**src/rtl/pipe_hazard_ctrl.sv**
```systemverilog
// Pipeline sequencer for the 5-stage core: register enables/flushes, EX forwarding and memory-wait handling.
// Build option: define FWD_EN for EX forwarding with load-use stalls; otherwise full RAW stalls, no forwarding.
//
// state    | meaning
// ---------+-----------------------------------------------------------
// S_RUN    | normal issue; branch squash and hazard stalls evaluated
// S_MEM_WT | data memory busy; front end frozen, WB bubbled
// S_ERR    | memory timed out; pipeline frozen until reset
module pipe_hazard_ctrl #(
   parameter int MEM_TIMEOUT = 15,
   parameter int CNT_W       = 16
) (
   input  logic             clk,
   input  logic             rst,
   input  logic [4:0]       id_rs,
   input  logic [4:0]       id_rt,
   input  logic             id_uses_rs,
   input  logic             id_uses_rt,
   input  logic [4:0]       ex_rs,
   input  logic [4:0]       ex_rt,
   input  logic [4:0]       ex_write_reg,
   input  logic             ex_reg_write,
   input  logic             ex_mem_read,
   input  logic [4:0]       mem_write_reg,
   input  logic             mem_reg_write,
   input  logic [4:0]       wb_write_reg,
   input  logic             wb_reg_write,
   input  logic             ex_branch_taken,
   input  logic             dmem_req,
   input  logic             dmem_ready,
   output logic             pc_en,
   output logic             if_id_en,
   output logic             id_ex_en,
   output logic             ex_mem_en,
   output logic             mem_wb_en,
   output logic             if_id_flush,
   output logic             id_ex_flush,
   output logic             mem_wb_flush,
   output logic [1:0]       fwd_a,
   output logic [1:0]       fwd_b,
   output logic [CNT_W-1:0] stall_cnt,
   output logic             mem_timeout_err
);

   typedef enum logic [1:0] {S_RUN, S_MEM_WT, S_ERR} state_t;

   localparam logic [7:0] TIMEOUT_V = 8'(MEM_TIMEOUT);

   state_t     state, state_nxt;
   logic [7:0] wait_cnt, wait_nxt;
   logic       hazard;
   logic [1:0] fwd_a_run, fwd_b_run;

   logic rs_ex, rt_ex;
   assign rs_ex = id_uses_rs && (id_rs == ex_write_reg);
   assign rt_ex = id_uses_rt && (id_rt == ex_write_reg);

`ifdef FWD_EN
   assign hazard = ex_mem_read && ex_reg_write && (ex_write_reg != 5'd0) && (rs_ex || rt_ex);

   always_comb begin
      fwd_a_run = 2'b00;
      fwd_b_run = 2'b00;
      if (mem_reg_write && (mem_write_reg != 5'd0) && (mem_write_reg == ex_rs))
         fwd_a_run = 2'b10;
      else if (wb_reg_write && (wb_write_reg != 5'd0) && (wb_write_reg == ex_rs))
         fwd_a_run = 2'b01;
      if (mem_reg_write && (mem_write_reg != 5'd0) && (mem_write_reg == ex_rt))
         fwd_b_run = 2'b10;
      else if (wb_reg_write && (wb_write_reg != 5'd0) && (wb_write_reg == ex_rt))
         fwd_b_run = 2'b01;
   end
`else
   // Without forwarding, any producer still in EX or MEM blocks the reader in ID.
   logic rs_mem, rt_mem, unused_fwd_inputs;
   assign rs_mem = id_uses_rs && (id_rs == mem_write_reg);
   assign rt_mem = id_uses_rt && (id_rt == mem_write_reg);
   assign hazard = (ex_reg_write && (ex_write_reg != 5'd0) && (rs_ex || rt_ex)) ||
                   (mem_reg_write && (mem_write_reg != 5'd0) && (rs_mem || rt_mem));
   assign fwd_a_run = 2'b00;
   assign fwd_b_run = 2'b00;
   assign unused_fwd_inputs = ^{ex_rs, ex_rt, wb_write_reg, wb_reg_write, ex_mem_read};
`endif

   always_ff @(posedge clk or negedge rst) begin
      if (!rst) begin
         state     <= S_RUN;
         wait_cnt  <= 8'd0;
         stall_cnt <= '0;
      end else begin
         state    <= state_nxt;
         wait_cnt <= wait_nxt;
         if (!pc_en && (stall_cnt != '1))
            stall_cnt <= stall_cnt + CNT_W'(1);
      end
   end

   always_comb begin
      state_nxt       = state;
      wait_nxt        = wait_cnt;
      pc_en           = 1'b1;
      if_id_en        = 1'b1;
      id_ex_en        = 1'b1;
      ex_mem_en       = 1'b1;
      mem_wb_en       = 1'b1;
      if_id_flush     = 1'b0;
      id_ex_flush     = 1'b0;
      mem_wb_flush    = 1'b0;
      fwd_a           = 2'b00;
      fwd_b           = 2'b00;
      mem_timeout_err = 1'b0;

      case (state)
         S_RUN, S_MEM_WT: begin
            if (!dmem_ready && (dmem_req || (state == S_MEM_WT))) begin
               // Freeze everything upstream of MEM; WB takes a bubble so its write is not repeated.
               pc_en        = 1'b0;
               if_id_en     = 1'b0;
               id_ex_en     = 1'b0;
               ex_mem_en    = 1'b0;
               mem_wb_flush = 1'b1;
               if (state == S_RUN) begin
                  state_nxt = S_MEM_WT;
                  wait_nxt  = 8'd1;
               end else if (wait_cnt == TIMEOUT_V) begin
                  state_nxt = S_ERR;
               end else begin
                  wait_nxt = wait_cnt + 8'd1;
               end
            end else begin
               state_nxt = S_RUN;
               fwd_a     = fwd_a_run;
               fwd_b     = fwd_b_run;
               if (ex_branch_taken) begin
                  if_id_flush = 1'b1;
                  id_ex_flush = 1'b1;
               end else if (hazard) begin
                  pc_en       = 1'b0;
                  if_id_en    = 1'b0;
                  id_ex_flush = 1'b1;
               end
            end
         end
         S_ERR: begin
            pc_en           = 1'b0;
            if_id_en        = 1'b0;
            id_ex_en        = 1'b0;
            ex_mem_en       = 1'b0;
            mem_wb_en       = 1'b0;
            mem_wb_flush    = 1'b1;
            mem_timeout_err = 1'b1;
         end
         default: state_nxt = S_RUN;
      endcase

      // Pipeline runs freely while held in reset.
      if (!rst) begin
         pc_en           = 1'b1;
         if_id_en        = 1'b1;
         id_ex_en        = 1'b1;
         ex_mem_en       = 1'b1;
         mem_wb_en       = 1'b1;
         if_id_flush     = 1'b0;
         id_ex_flush     = 1'b0;
         mem_wb_flush    = 1'b0;
         fwd_a           = 2'b00;
         fwd_b           = 2'b00;
         mem_timeout_err = 1'b0;
      end
   end

endmodule

```
**config.mk**
```make
export PLATFORM = sky130hd
export DESIGN_NAME = pipe_hazard_ctrl
export DESIGN_NICKNAME = d
export VERILOG_FILES = /design/src/rtl/pipe_hazard_ctrl.sv
export SDC_FILE = /design/constraint.sdc
export NUM_CORES = 1
export LEC_CHECK = 0
export ABC_AREA = 1
export ABC_CLOCK_PERIOD_IN_PS = 4400
export BUFFER_PORTS_ARGS = -buffer_cell sky130_fd_sc_hd__buf_4
export CELL_PAD_IN_SITES_DETAIL_PLACEMENT = 0
export CELL_PAD_IN_SITES_GLOBAL_PLACEMENT = 1
export CORE_MARGIN = 4
export CORE_UTILIZATION = 30
export CTS_BUF_LIST = sky130_fd_sc_hd__clkbuf_8
export DETAILED_ROUTE_END_ITERATION = 6
export GPL_TIMING_DRIVEN = 0
export PLACE_DENSITY_LB_ADDON = 0.1
export SLEW_MARGIN = 20
export SYNTH_ARGS = -nofsm -noshare
export SYNTH_HDL_FRONTEND = slang
export SYNTH_SLANG_ARGS = --single-unit
```
**constraint.sdc**
```tcl
create_clock -name clk -period 4.4 [get_ports clk]
set_clock_uncertainty 0.2 [all_clocks]
set_input_delay 0.22 -clock clk [delete_from_list [all_inputs] [get_ports clk]]
set_output_delay 0.22 -clock clk [all_outputs]
set_load 0.01 [all_outputs]
```
# After elaboration in Yosys (flattened, before gate mapping)
# Cells that the tools add are included.
# classes
muxes	30
eq_ne	10
add_sub_neg	2
n_bitwise	1
reduce_logical	22
# op_table
op	n
1-bit two-way mux	21
5-bit == test	4
16-bit by 1-bit adder with 16-bit output (second input constant)	1
8-bit two-way mux	2
16-bit inequality test (second input constant)	1
1-bit logical AND	10
5-bit nonzero test	2
8-bit by 1-bit adder with 8-bit output (second input constant)	1
8-bit by 4-bit == test with 1-bit output (second input constant)	1
2-bit two-way mux	3
1-bit case mux with 2 select lines	3
1-bit logical OR	4
4-bit inequality test (second input constant)	1
2-bit case mux with 2 select lines	1
3-bit AND reduction	1
2-bit by 1-bit == test with 1-bit output (second input constant)	1
2-bit == test (second input constant)	1
1-bit zero test	2
2-bit zero test	1
2-bit inequality test (second input constant)	1
2-bit AND reduction	1
2-bit OR reduction	1
1-bit NOT	1
# totals
ff_bits	26
elab_cells	68
in_bits	46

# Logic depth before layout (Yosys ltp)
# depth
word_depth	12
depth_mapped	14
ltp_nobuf	13

# Worst setup path after synthesis
# OpenSTA, ideal clock, no wires.
# synth_timing
kind	reg2out
startpoint	register state[1]
endpoint	output pc_en
required_ps	3980
t_arrival_ps	1556
stages_incl_launch_ff	9
slack_ps	2424
path_cell_list	dfrtp_1 nor3_1 inv_1 nand3_1 nand2_1 nand2_2 buf_2 inv_1 buf_4
# synth_via
elab_chain_len	6
# synth_lines
item	line	text
from (decl)	49	state_t state, state_nxt;
from (signal assigned)	91	state <= state_nxt;
2-bit by 1-bit == test with 1-bit output	-	
1-bit logical OR	115	if (!dmem_ready && (dmem_req || (state == S_MEM_WT))) begin
1-bit logical AND	115	
1-bit two-way mux	-	
1-bit case mux with 2 select lines *	-	
1-bit two-way mux *	-	
to (decl)	31	output logic pc_en,
# Mark *: on every way between the ends. The rest lies on a longest branch, timed or not.

# Worst setup path in the final report
# layout_timing
startpoint	input rst
endpoint	output pc_en
# layout_via
elab_chain_len	1
# layout_lines
item	line	text
from (decl)	14	input logic rst,
1-bit two-way mux	157	if (!rst) begin
# Every way passes these cells.

==> summary.txt <==
Status
  • Status: completed

Routing
  • Residual DRC: 0
  • Routed via count: around 2.0k
  • Avg WL per Cell: about 12 µm
  • Final wirelength: 5.31 mm
  • Drt via density: 4.42
  • Number of detailed-route iterations in the first pass: 4
  • Initial DRC count: 69
  • Detail Route Antenna Nets: 0

Synthesis
  • Post-synth ARST share: 1.00
  • Post-synthesis register bit count: 26
  • Primary FF master, synth: dfrtp_1
  • Top cells by area, synth: dfrtp_1 32%, nand2_1 22%, inv_1 8.9%, nand3_1 7.7%, nor2_1 5.7%
  • Post-synthesis sequential area ratio: 0.321
  • Area leader, netlist: dfrtp_1
  • EDFF count, synth: 0
  • Yosys top cell area share: 0.321
  • Synth Area per Inst: 6.39 µm²
  • Mapped Cells: around 320
  • Post-synth top cells: 118 x nand2_1, 48 x inv_1, 31 x nand3_1, 31 x nor2_1, 26 x dfrtp_1
  • Most frequent cell after synthesis: nand2_1
  • Cell area after synthesis: 0.00203 mm²
  • Yosys cell types: 26
  • Synthesis Warnings: 0

Pwr
  • Leakage: 1.50 nW
  • Combinational power share: 0.290
  • Net switching power: between 0.2 and 0.25 mW
  • Clock Power Share: 0.282
  • Internal power: 0.489 mW
  • Design Power: 0.715 mW
  • VDD IR max: 104 µV
  • Sequential share of power: 0.428
  • Sw frac: 0.316
  • PwrDens: 273 mW/mm²

Placement
  • Post-DP HPWL: 4.35 mm
  • Placed inst area: between 0.002 and 0.003 mm²
  • Gpl congestion: 0.850
  • Pre-CTS setup slack: 2.03 ns
  • Inst Count DP: between 400 and 500
  • IO buf count: 53

Timing
  • Final Setup Violations: 0
  • Achievable Freq: between 0.3 and 0.4 GHz
  • Final Cycle Share: 0.651
  • Setup WS post-layout: 1.54 ns
  • Hold slack: 0.0534 ns
  • RSZ-0062 raised after global routing: false
  • Crit path time final: between 2 and 3 ns
  • Final hold viol count: 0
  • Final Max Tran Viols: 0
  • Total negative slack: 0 ns

Global routing
  • Largest net degree at the start of global routing: 28
  • Number of global-route vias before repair: 1949
  • Grt total ovfl: 0
  • Overall routing resource usage: 0.132
  • Initial antenna violation count: 0
  • First-pass GRT wire length: ~9 mm

Setup path
  • Crit path arrival time: approximately 2.4 ns
  • Worst r2r path cells: 9
  • Worst Setup EP: pc_en
  • CP required: 3.98 ns
  • Worst r2r src: stall_cnt[0]
  • WS Path Type: input port to primary output
  • Worst Setup SP: rst
  • Reg2Reg Setup Slack: around 2.3 ns
  • CP startpoint kind: input port
  • R2r endpoint: stall_cnt[11]
  • CP Capture Type: primary output
  • Worst Path Max Fanout: 27

CTS
  • Clock transition at path regs: 0.10 ns
  • CTS tree: done
  • Post-CTS Hold Buffers: 1
  • PostCTS Resize Cnt: 0
  • Clk buf depth: 2
  • Clk root buf: clkbuf_8
  • Setup Buffers After CTS: 0
  • Num CTS Buffers: 3
  • CTS H-tree lvls: 1
  • TritonCTS Sinks: 26
  • Skew-Pair Late Insertion Delay: roughly 0.27 ns

Worst hold path
  • Min-delay src: dmem_ready
  • Hold Path Class: input port to register

Die
  • IO Count: 75
  • Rows: 29
  • Die height: approximately 90 µm
  • Die X: 90.2 µm
  • Initial Util: 0.314
  • Core region area: 0.00646 mm²
  • Die footprint: a little over 0.008 mm²

Cells and area
  • Nets: 427
  • Layout area overhead: 29.0%
  • Diode count: 0
  • Final cell count without fillers: 455
  • Share of post-route cells with drive strength above 1: 0.201
  • Post-route core utilization: 0.405
  • Post-route cell area: 0.00261 mm²

Run
  • Max Cap Violations: 0
## registers in the layout, summed over array words and instances, names as in the netlist
signal and cells:
wait_cnt 8, stall_cnt 16, state 2
## metal layers
layer  GRT usage  share of wire  wire, µm  vias to the layer above
li1            -              -         -                     1092
met3      0.0267          0.037       194                        2
met1       0.173           0.49      2590                      882
met2       0.225           0.47      2500                       34
met4      0.0268         0.0045        24                        0
met5           0              0         0                        -
## how the worst min path moves through the flow
stage              endpoint  slack, ns  cells past startpoint
2_1_floorplan  stall_cnt[0]      -0.28                      0
3_3_place_gp   stall_cnt[9]      -0.03                      1
3_5_place_dp   stall_cnt[9]      -0.03                      1
4_1_cts            state[1]       0.04                      4
5_1_grt            state[1]       0.07                      4
6_report           state[1]       0.05                      4
## logic make-up (layout without fill, tap and decap cells)
logic type      after synthesis  after routing  share of synthesized area
compound gates               14             14                     0.0358
buf+inv                      57            115                      0.122
xor+xnor                     16             16                     0.0691
fa+ha+maj                     2              2                     0.0123
simple gates                201            201                      0.438
flops                        26             26                      0.321
other cells                   1              4                    0.00185
## power groups by stage
stage	Clock (mW)	Combinational [mW]	Sequential [mW]
6_report	0.201	0.208	0.306
5_1_grt	0.221	0.238	0.312
4_1_cts	0.211	0.211	0.307
3_5_place_dp	0	0.211	0.311
3_3_place_gp	0	0.208	0.310
2_1_floorplan	0	0.111	0.312
## critical path: stages
cell and delay [ns]:
dlygate4sd3_1 0.52, buf_4 0.34, inv_1 0.14, a21oi_1 0.18, inv_1 0.06, nor2_1 0.11
nand2_1 0.08, nand2_2 0.18, buf_2 0.26, inv_1 0.08, buf_4 0.13, buf_4 0.13
## layout by cell type, fill, tap and decap left out, drive strengths merged
cell type    count
a21oi            4
buf             62
bufinv           1
clkbuf           3
conb             4
dfrtp           26
dlygate4sd3      1
ha               2
inv             48
nand2          122
nand3           31
nand4            4
nor2            33
nor3             6
nor3b            3
nor4             2
o21ai            9
o31ai            1
xnor2            6
xor2            10
## area by class of cell
cell class	instances	area, µm²
Inverter	48	180
Fill cell	700	3840
Sequential cell	26	651
Buffer	9	66.3
Clock inverter	1	30.0
Clock buffer	3	41.3
Multi-Input combinational cell	237	1140
Timing Repair Buffer	54	408
Tap cell	77	96.3
Note: power is estimated with default switching activity, not from simulation.
